==> config.mk <==
export PLATFORM = sky130hd
export DESIGN_NAME = mdu_ctrl
export DESIGN_NICKNAME = d
export VERILOG_FILES = /design/src/rtl/mdu_ctrl_pkg.sv /design/src/rtl/mdu_iter.sv /design/src/rtl/mdu_ctrl.sv
export SDC_FILE = /design/constraint.sdc
export NUM_CORES = 1
export LEC_CHECK = 0
export CORE_MARGIN = 2
export CORE_UTILIZATION = 55
export DETAILED_ROUTE_END_ITERATION = 10
export HOLD_SLACK_MARGIN = 0.06
export PLACE_DENSITY = 0.77
export SYNTH_ARGS = -nofsm -noshare
export SYNTH_HDL_FRONTEND = slang
export SYNTH_SLANG_ARGS = --single-unit
export TNS_END_PERCENT = 5
==> constraint.sdc <==
create_clock -name clk -period 4.4 [get_ports clk]
set_clock_uncertainty 0.05 [all_clocks]
set_input_delay 0.44 -clock clk [delete_from_list [all_inputs] [get_ports clk]]
set_output_delay 0.44 -clock clk [all_outputs]
set_load 0.02 [all_outputs]
==> src/rtl/mdu_ctrl_pkg.sv <==
// mdu_ctrl_pkg: shared op codes and FSM states for the HI/LO multiply/divide unit
package mdu_ctrl_pkg;
   localparam int MDU_OP_WD = 3;
   typedef enum logic [MDU_OP_WD-1:0] {
      MDU_NONE  = 3'd0,
      MDU_MULT  = 3'd1,
      MDU_MULTU = 3'd2,
      MDU_DIV   = 3'd3,
      MDU_DIVU  = 3'd4,
      MDU_MTHI  = 3'd5,
      MDU_MTLO  = 3'd6
   } mdu_op_e;
   typedef enum logic [1:0] {
      S_IDLE = 2'd0,
      S_CALC = 2'd1,
      S_DONE = 2'd2
   } mdu_state_e;
endpackage

==> src/rtl/mdu_iter.sv <==
// mdu_iter: iteration registers and one-step shift-add multiply / restoring divide
module mdu_iter #(
   parameter int WIDTH = 32
) (
   input  logic             clk,
   input  logic             rst,
   input  logic             load,
   input  logic             step,
   input  logic             is_div,
   input  logic [WIDTH-1:0] a,
   input  logic [WIDTH-1:0] b,
   output logic [WIDTH-1:0] hi,
   output logic [WIDTH-1:0] lo
);
   // hi_q: product high half / remainder; lo_q: multiplier then product low half / dividend then quotient
   logic [WIDTH-1:0] hi_q, hi_d, lo_q, lo_d, b_q, rem_sub;
   logic [WIDTH:0]   sum, rem_sh;
   logic             ge;
   // one iteration: quotient bits shift into lo_q as dividend bits leave it
   always_comb begin
      sum     = {1'b0, hi_q} + (lo_q[0] ? {1'b0, b_q} : '0);
      rem_sh  = {hi_q, lo_q[WIDTH-1]};
      rem_sub = rem_sh[WIDTH-1:0] - b_q;
      ge      = rem_sh >= {1'b0, b_q};
      hi_d    = is_div ? (ge ? rem_sub : rem_sh[WIDTH-1:0]) : sum[WIDTH:1];
      lo_d    = is_div ? {lo_q[WIDTH-2:0], ge} : {sum[0], lo_q[WIDTH-1:1]};
   end
   // load operands on start, advance one step per CALC cycle
   always_ff @(posedge clk) begin
      if (rst) begin
         hi_q <= '0;
         lo_q <= '0;
         b_q  <= '0;
      end else if (load) begin
         hi_q <= '0;
         lo_q <= a;
         b_q  <= b;
      end else if (step) begin
         hi_q <= hi_d;
         lo_q <= lo_d;
      end
   end
   assign hi = hi_q;
   assign lo = lo_q;
endmodule

==> src/rtl/mdu_ctrl.sv <==
// mdu_ctrl: multiply/divide sequencer owning HI/LO and the EX stall request
module mdu_ctrl
   import mdu_ctrl_pkg::*;
#(
   parameter int WIDTH = 32
) (
   input  logic                 clk,
   input  logic                 rst,
   input  logic                 ex_stall,
   input  logic [MDU_OP_WD-1:0] mdu_op,
   input  logic [WIDTH-1:0]     src_a,
   input  logic [WIDTH-1:0]     src_b,
   output logic                 stallreq,
   output logic                 busy,
   output logic [WIDTH-1:0]     hi_rdata,
   output logic [WIDTH-1:0]     lo_rdata
);
   localparam int CNT_WD = $clog2(WIDTH);
   localparam logic [WIDTH-1:0]   ONE  = 1;
   localparam logic [2*WIDTH-1:0] ONE2 = 1;
   mdu_state_e       state_q, state_d;
   logic [CNT_WD-1:0] cnt_q, cnt_d;
   logic             neg_quo_q, neg_rem_q, is_div_q, first_q;
   logic [WIDTH-1:0] hi_q, lo_q, it_hi, it_lo, mag_a, mag_b, quo_fix, rem_fix;
   logic [2*WIDTH-1:0] prod_fix;
   logic             is_div_op, is_md, is_sgn, start, last;
   // decode, operand magnitudes, result sign fixup, next state and stall outputs
   always_comb begin
      is_div_op = mdu_op == MDU_DIV || mdu_op == MDU_DIVU;
      is_md     = mdu_op == MDU_MULT || mdu_op == MDU_MULTU || is_div_op;
      is_sgn    = mdu_op == MDU_MULT || mdu_op == MDU_DIV;
      start     = is_md && state_q == S_IDLE && !(is_div_op && src_b == '0);
      mag_a     = (is_sgn && src_a[WIDTH-1]) ? ~src_a + ONE : src_a;
      mag_b     = (is_sgn && src_b[WIDTH-1]) ? ~src_b + ONE : src_b;
      last      = cnt_q == CNT_WD'(WIDTH - 1);
      prod_fix  = neg_quo_q ? ~{it_hi, it_lo} + ONE2 : {it_hi, it_lo};
      quo_fix   = neg_quo_q ? ~it_lo + ONE : it_lo;
      rem_fix   = neg_rem_q ? ~it_hi + ONE : it_hi;
      state_d   = state_q;
      cnt_d     = cnt_q;
      case (state_q)
         S_IDLE: begin
            state_d = start ? S_CALC : S_IDLE;
            cnt_d   = '0;
         end
         S_CALC: begin
            state_d = last ? S_DONE : S_CALC;
            cnt_d   = cnt_q + 1'b1;
         end
         S_DONE:  state_d = ex_stall ? S_DONE : S_IDLE;
         default: state_d = S_IDLE;
      endcase
      stallreq  = start || state_q == S_CALC;
      busy      = state_q != S_IDLE;
   end
   // state, counter, sign flags and HI/LO; results commit once, at the end of the first DONE cycle
   always_ff @(posedge clk) begin
      if (rst) begin
         state_q   <= S_IDLE;
         cnt_q     <= '0;
         neg_quo_q <= 1'b0;
         neg_rem_q <= 1'b0;
         is_div_q  <= 1'b0;
         first_q   <= 1'b0;
         hi_q      <= '0;
         lo_q      <= '0;
      end else begin
         state_q <= state_d;
         cnt_q   <= cnt_d;
         first_q <= state_q == S_CALC && last;
         if (start) begin
            neg_quo_q <= is_sgn && (src_a[WIDTH-1] ^ src_b[WIDTH-1]);
            neg_rem_q <= is_sgn && src_a[WIDTH-1];
            is_div_q  <= is_div_op;
         end
         if (first_q) begin
            if (is_div_q) begin
               lo_q <= quo_fix;
               hi_q <= rem_fix;
            end else
               {hi_q, lo_q} <= prod_fix;
         end else if (state_q == S_IDLE && !ex_stall) begin
            if (mdu_op == MDU_MTHI) hi_q <= src_a;
            if (mdu_op == MDU_MTLO) lo_q <= src_a;
         end
      end
   end
   mdu_iter #(.WIDTH(WIDTH)) u_iter (
      .clk   (clk),
      .rst   (rst),
      .load  (start),
      .step  (state_q == S_CALC),
      .is_div(is_div_q),
      .a     (mag_a),
      .b     (mag_b),
      .hi    (it_hi),
      .lo    (it_lo)
   );
   assign hi_rdata = hi_q;
   assign lo_rdata = lo_q;
endmodule

Word-level counts from Yosys, hierarchy flattened

Index checks and enable logic that the tools add are counted.

Register bits: 171
Bits in latches: 0
Memory bits (writable): 0
ROM bits: 0
Input port bits: 70
Output and inout port bits: 66
Word-level logic and storage cells: 85
Memories kept: 0

Add/subtract/negate cells: 8
Multiply operators: 0
Divide/modulo/power cells: 0
Magnitude comparators: 1
Equal/unequal tests: 9
Shift-type cells: 0
Mux-type cells: 24
Bitwise logic cells: 6
Reductions and logical operators: 26

Operators with widths:

| kind                  | number |
|---|---|
| $mux 32               | 18 |
| $add 32x1->32 const B | 4 |
| $not 32->32           | 4 |
| $add 64x1->64 const B | 1 |
| $mux 64               | 1 |
| $not 64->64           | 1 |
| $add 32x33->33        | 1 |
| $ge 33x32->1          | 1 |
| $logic_not 32->1      | 1 |
| $sub 32x32->32        | 1 |
| $reduce_bool 2->1     | 6 |
| $pmux 5 s2            | 1 |
| $eq 3x3->1 const B    | 3 |
| $logic_and 1x1->1     | 8 |
| $eq 3x2->1 const B    | 2 |
| $pmux 2 s3            | 1 |
| $add 5x1->5 const B   | 1 |
| $eq 5x5->1 const B    | 1 |
| $logic_or 1x1->1      | 5 |
| $mux 2                | 2 |
| $reduce_and 2->1      | 2 |
| $eq 3x1->1 const B    | 1 |
| $eq 2x1->1 const B    | 1 |
| $eq 2x2->1 const B    | 1 |
| 5 further kinds       | 6 |

Depth between registers and ports, before layout

Word-level depth: 7
Depth in mapped cells: 14
Depth with buffers taken out: 13

Hierarchy

Synthesis repeated with hierarchy kept, for this count alone.

Cells, all modules: 1898
Area, all modules: 14686.6 sq um

By module, submodules not included:

| module   | instances | cells each | area an instance (sq um) | sequential area each (sq um) |
|---|---|---|---|---|
| mdu_iter | 1         | 1064       | 8147.8                   | 1921.8 |
| mdu_ctrl | 1         | 834        | 6538.8                   | 1501.4 |

Worst setup path after synthesis

No wires, ideal clock.

Kind: register -> register
Start: reg u_iter.hi_q[15] (netlist: u_iter.hi[15])
End: reg hi_q[30] (netlist: hi_rdata[30])
Library setup time: 0.136 ns
Arrival: 3.170 ns
Required time: 4.214 ns
Setup slack: 1.044 ns
Stages on the path, launching flop included: 10
Buffers on the path: 0
Period minus slack after synthesis: 3.356 ns
Path through: dfxtp_1 > or3_1 > or3_1 > or4_4 > or3_4 > or4_1 > or3_1 > o41ai_2 > xor2_1 > o22ai_1

Cells in the longest elaborated chain, start to end: 5
Elaborated cells on any way between the ends: 8
Classes of those cells: add/sub: 2; mux: 4; bitwise: 2

Ends and longest elaborated chain:

| what                                           | line                           | RTL |
|---|---|---|
| start, declared                                | mdu_iter.sv:16                 | `logic [WIDTH-1:0] hi_q, hi_d, lo_q, lo_d, b_q, rem_sub;` |
| start signal, assigned                         | mdu_iter.sv:39                 | `hi_q <= hi_d;` |
| $not 64->64 or $not 32->32 (tied branches)     | mdu_ctrl.sv:36, mdu_ctrl.sv:38 |  |
| $add 64x1->64 or $add 32x1->32 (tied branches) | mdu_ctrl.sv:36, mdu_ctrl.sv:38 |  |
| $mux 64 or $mux 32 (tied branches)             | mdu_ctrl.sv:36, mdu_ctrl.sv:38 |  |
| $mux 32 (*)                                    | mdu_ctrl.sv:77                 | `if (is_div_q) begin` |
| $mux 32 (*)                                    | mdu_ctrl.sv:76                 | `if (first_q) begin` |
| end signal, assigned                           | mdu_ctrl.sv:79                 | `hi_q <= rem_fix;` |
| end signal, assigned                           | mdu_ctrl.sv:81                 | `{hi_q, lo_q} <= prod_fix;` |
| end signal, assigned                           | mdu_ctrl.sv:83                 | `if (mdu_op == MDU_MTHI) hi_q <= src_a;` |
| end, declared                                  | mdu_ctrl.sv:24                 | `logic [WIDTH-1:0] hi_q, lo_q, it_hi, it_lo, mag_a, mag_b, quo_fix, rem_fix;` |

Mark *: on every way between the ends. The rest lies on a longest branch, timed or not.
A chain may end at the register's enable or synchronous reset.

Worst setup path after layout

Start: in src_b[0]
End: out stallreq

Cells in the longest elaborated chain, start to end: 5

Ends and longest elaborated chain:

| what              | line           | RTL |
|---|---|---|
| start, declared   | mdu_ctrl.sv:12 | `input logic [WIDTH-1:0] src_b,` |
| $logic_not 32->1  | mdu_ctrl.sv:32 | `start = is_md && state_q == S_IDLE && !(is_div_op && src_b == '0);` |
| $logic_and 1x1->1 | mdu_ctrl.sv:32 |  |
| $logic_not 1->1   | mdu_ctrl.sv:32 |  |
| $logic_and 1x1->1 | mdu_ctrl.sv:32 |  |
| $logic_or 1x1->1  | mdu_ctrl.sv:53 | `stallreq = start \|\| state_q == S_CALC;` |
| end, declared     | mdu_ctrl.sv:13 | `output logic stallreq,` |

Every way passes these cells.

==> metrics <==
Worst EP required between 3 and 4 ns; # clock sinks between 150 and 200; port bufs 135; combinational share of power 0.342; drt total wl ~45000 um; # diodes 0; WP data arrival approximately 3.6 ns; synthesized area per cell around 7.6 sq um; Hold Crit Class reg2reg; sequential share of the synthesized area 0.245; total global-route track usage 0.337; core area around 0.025 sq mm; Leakage about 6.7 nW; layout net count 2051; Power Internal 3.14 mW; Setup violations, final 0; most frequent cell after synthesis nor2_1; startpoint types input pin; DR WL/cell just over 20 um; CTS buffer count 17; top-level I/O count ~140; clk_lat worst skew around 0.45 ns; Max Clock Freq approximately 250 MHz; Synth Warn # 0; Setup crit end kind primary output; RSZ-0062 raised after global routing no; Die Y between 150 and 200 um; Async SR Flop Fraction 0; ANT nets after route 0; share of the synthesized area in the top cell type 0.245; detailed placer's ending HPWL approximately 35000 um; number of max-cap violations 0; Worst-path clk slew approximately 0.08 ns; cell taking the most area after synthesis dfxtp_1; pin count of the biggest net entering global routing 77; final hold vios 0; Clock Power Share 0.306; routability cong. between 1 and 1.5; Synth Net Count a little under 2000; Top FF cell, synth dfxtp_1; Starting Density 0.558; Post-CTS Hold Buffers 0; vias per cell approximately 6.3; initial DRC count 1269; Post-CTS Resized 0; die area around 0.027 sq mm; first-pass GRT wire length approximately 71000 um; H-tree lvl count 4; DR vias ~14000; Clock Path Buffers 2; Synth Instances between 1500 and 2000; relative slew slack 0.443; Post-synth EDFFs 0; Crit Path Class in2out; Overflow after GRT 0; Tmin final 4.04 ns; Flop pwr share 0.352; Slew @ Worst Pin 0.833 ns; post-synthesis register bit count 171; Slew Viols, Final 0; Layout area overhead 16.1%; Sw Share 0.383; initial antenna violation count 0; status finished, final reports clean; Setup Fix Bufs, Post-CTS 0; Root Driver clkbuf_16; Pre-antenna DRT Iters 6; Peak VDD IR about 0.00027 V; number of global-route vias before repair 13300; top post-synthesis cells by area dfxtp_1 (24%), nor2_1 (6.9%), a21oi_1 (6.7%); DR DRC count 0; most frequent cells after synthesis nor2_1 (258), a21oi_1 (186), dfxtp_1 (171); total power 5.09 mW; post-synth cell types 71; fillcell total ~2300; ratio of cells with drive above 1 in the final layout 0.0754; synthesized cell area around 0.014 sq mm; maximum fanout along the worst path 3; TritonCTS clock tree yes; power per standard cell area between 300 and 400 mW/mm^2; DIE WIDTH around 160 um; crit share post-route 0.918; setup_tns 0 ns; # rows slightly below 60; Psw 1.95 mW
## layout by cell type (no fill, tap or decap), drive strengths merged, types with 24 or more instances in the layout
master         instances
xnor2                 97
a21o                  25
dfxtp                171
inv                   74
o22ai                 24
buf                   40
a21oi                186
mux2i                 83
nor2                 258
mux2                  25
clkdlybuf4s50        134
ha                    70
o21ai                 98
nand2                 98
a211oi                64
xor2                  80
nand3                 31
nor3                  42
o31ai                 28
## worst max-delay path: stages
cell	delay, ns
clkdlybuf4s50_1	0.41
inv_1	0.10
ha_1	0.20
or4b_2	0.64
nor4_1	0.38
a41oi_1	0.17
a31oi_1	0.34
or2_2	0.19
nand2_1	0.12
clkdlybuf4s50_1	0.56
## kinds of logic after synthesis
| group | after synthesis | synth area share |
|---|---|---|
| AO/OA/AOI/OAI | 562 | 0.260 |
| XOR/XNOR | 177 | 0.111 |
| adder cells (fa/ha/maj) | 72 | 0.0655 |
| buffers and inverters | 189 | 0.0520 |
| flip-flops | 171 | 0.245 |
| multiplexers | 108 | 0.0796 |
| AND/OR/NAND/NOR | 559 | 0.186 |
## power groups by stage
stage	combinational, mW	sequential (mW)	clock (mW)
final	1.74	1.79	1.56
after global routing	1.89	1.80	1.63
after CTS	1.71	1.78	1.57
after detailed placement	1.70	1.82	0
after global placement	1.67	1.82	0
after floorplan	1.22	1.77	0
## path summary, 6_finish.rpt
| check | start | to | slack, ns | cells after the start |
|---|---|---|---|---|
| min reg2reg | u_iter.b_q[31]$_SDFFE_PP0P_ | u_iter.b_q[31]$_SDFFE_PP0P_ | 0.44 | 2 |
| max | src_b[0] | stallreq | 0.36 | 10 |
| min | u_iter.b_q[31]$_SDFFE_PP0P_ | u_iter.b_q[31]$_SDFFE_PP0P_ | 0.44 | 2 |
| max reg2reg | u_iter.b_q[4]$_SDFFE_PP0P_ | u_iter.hi[20]$_SDFFE_PP0P_ | 0.56 | 11 |
## layer usage
metal | share of wire | vias to the layer above | global-route usage | wire, um
li1 | - | 6813 | - | -
met1 | 0.41 | 6610 | 0.428 | 18500
met2 | 0.46 | 679 | 0.554 | 21000
met3 | 0.077 | 126 | 0.0455 | 3500
met4 | 0.055 | 0 | 0.179 | 2500
met5 | 0 | - | 0 | 0
## area by class of cell
| type | instances | area, sq um | area share |
|---|---|---|---|
| multi-input cells | 1478 | 9860 | 0.608 |
| flip-flops and latches | 171 | 3430 | 0.212 |
| repair buffers | 174 | 1650 | 0.102 |
| clock buffers | 18 | 439 | 0.0271 |
| well taps | 330 | 413 | 0.0255 |
| inverters | 67 | 251 | 0.0155 |
| clock inverters | 14 | 171 | 0.0106 |
## flip-flops by register name, indices dropped and copies added, names as in the netlist
register,flops
u_iter.hi,32
first_q,1
u_iter.b_q,32
lo_rdata,32
hi_rdata,32
state_q,2
neg_rem_q,1
u_iter.lo,32
cnt_q,5
neg_quo_q,1
is_div_q,1
## metrics by stage
stage	hold WS (ns)	worst slack, ns	instance area [sq um]	instances	utilization
2_1_floorplan	0.382	1.04	14000	1838	-
3_3_place_gp	0.394	0.460	15600	2220	0.623
3_5_place_dp	0.432	0.400	15600	2220	0.623
4_1_cts	0.447	0.384	16200	2252	0.648
5_1_grt	0.466	0.209	16200	2252	0.648
6_report	0.438	0.361	16200	2252	0.648
No activity file was read; power rests on OpenSTA's default activity.
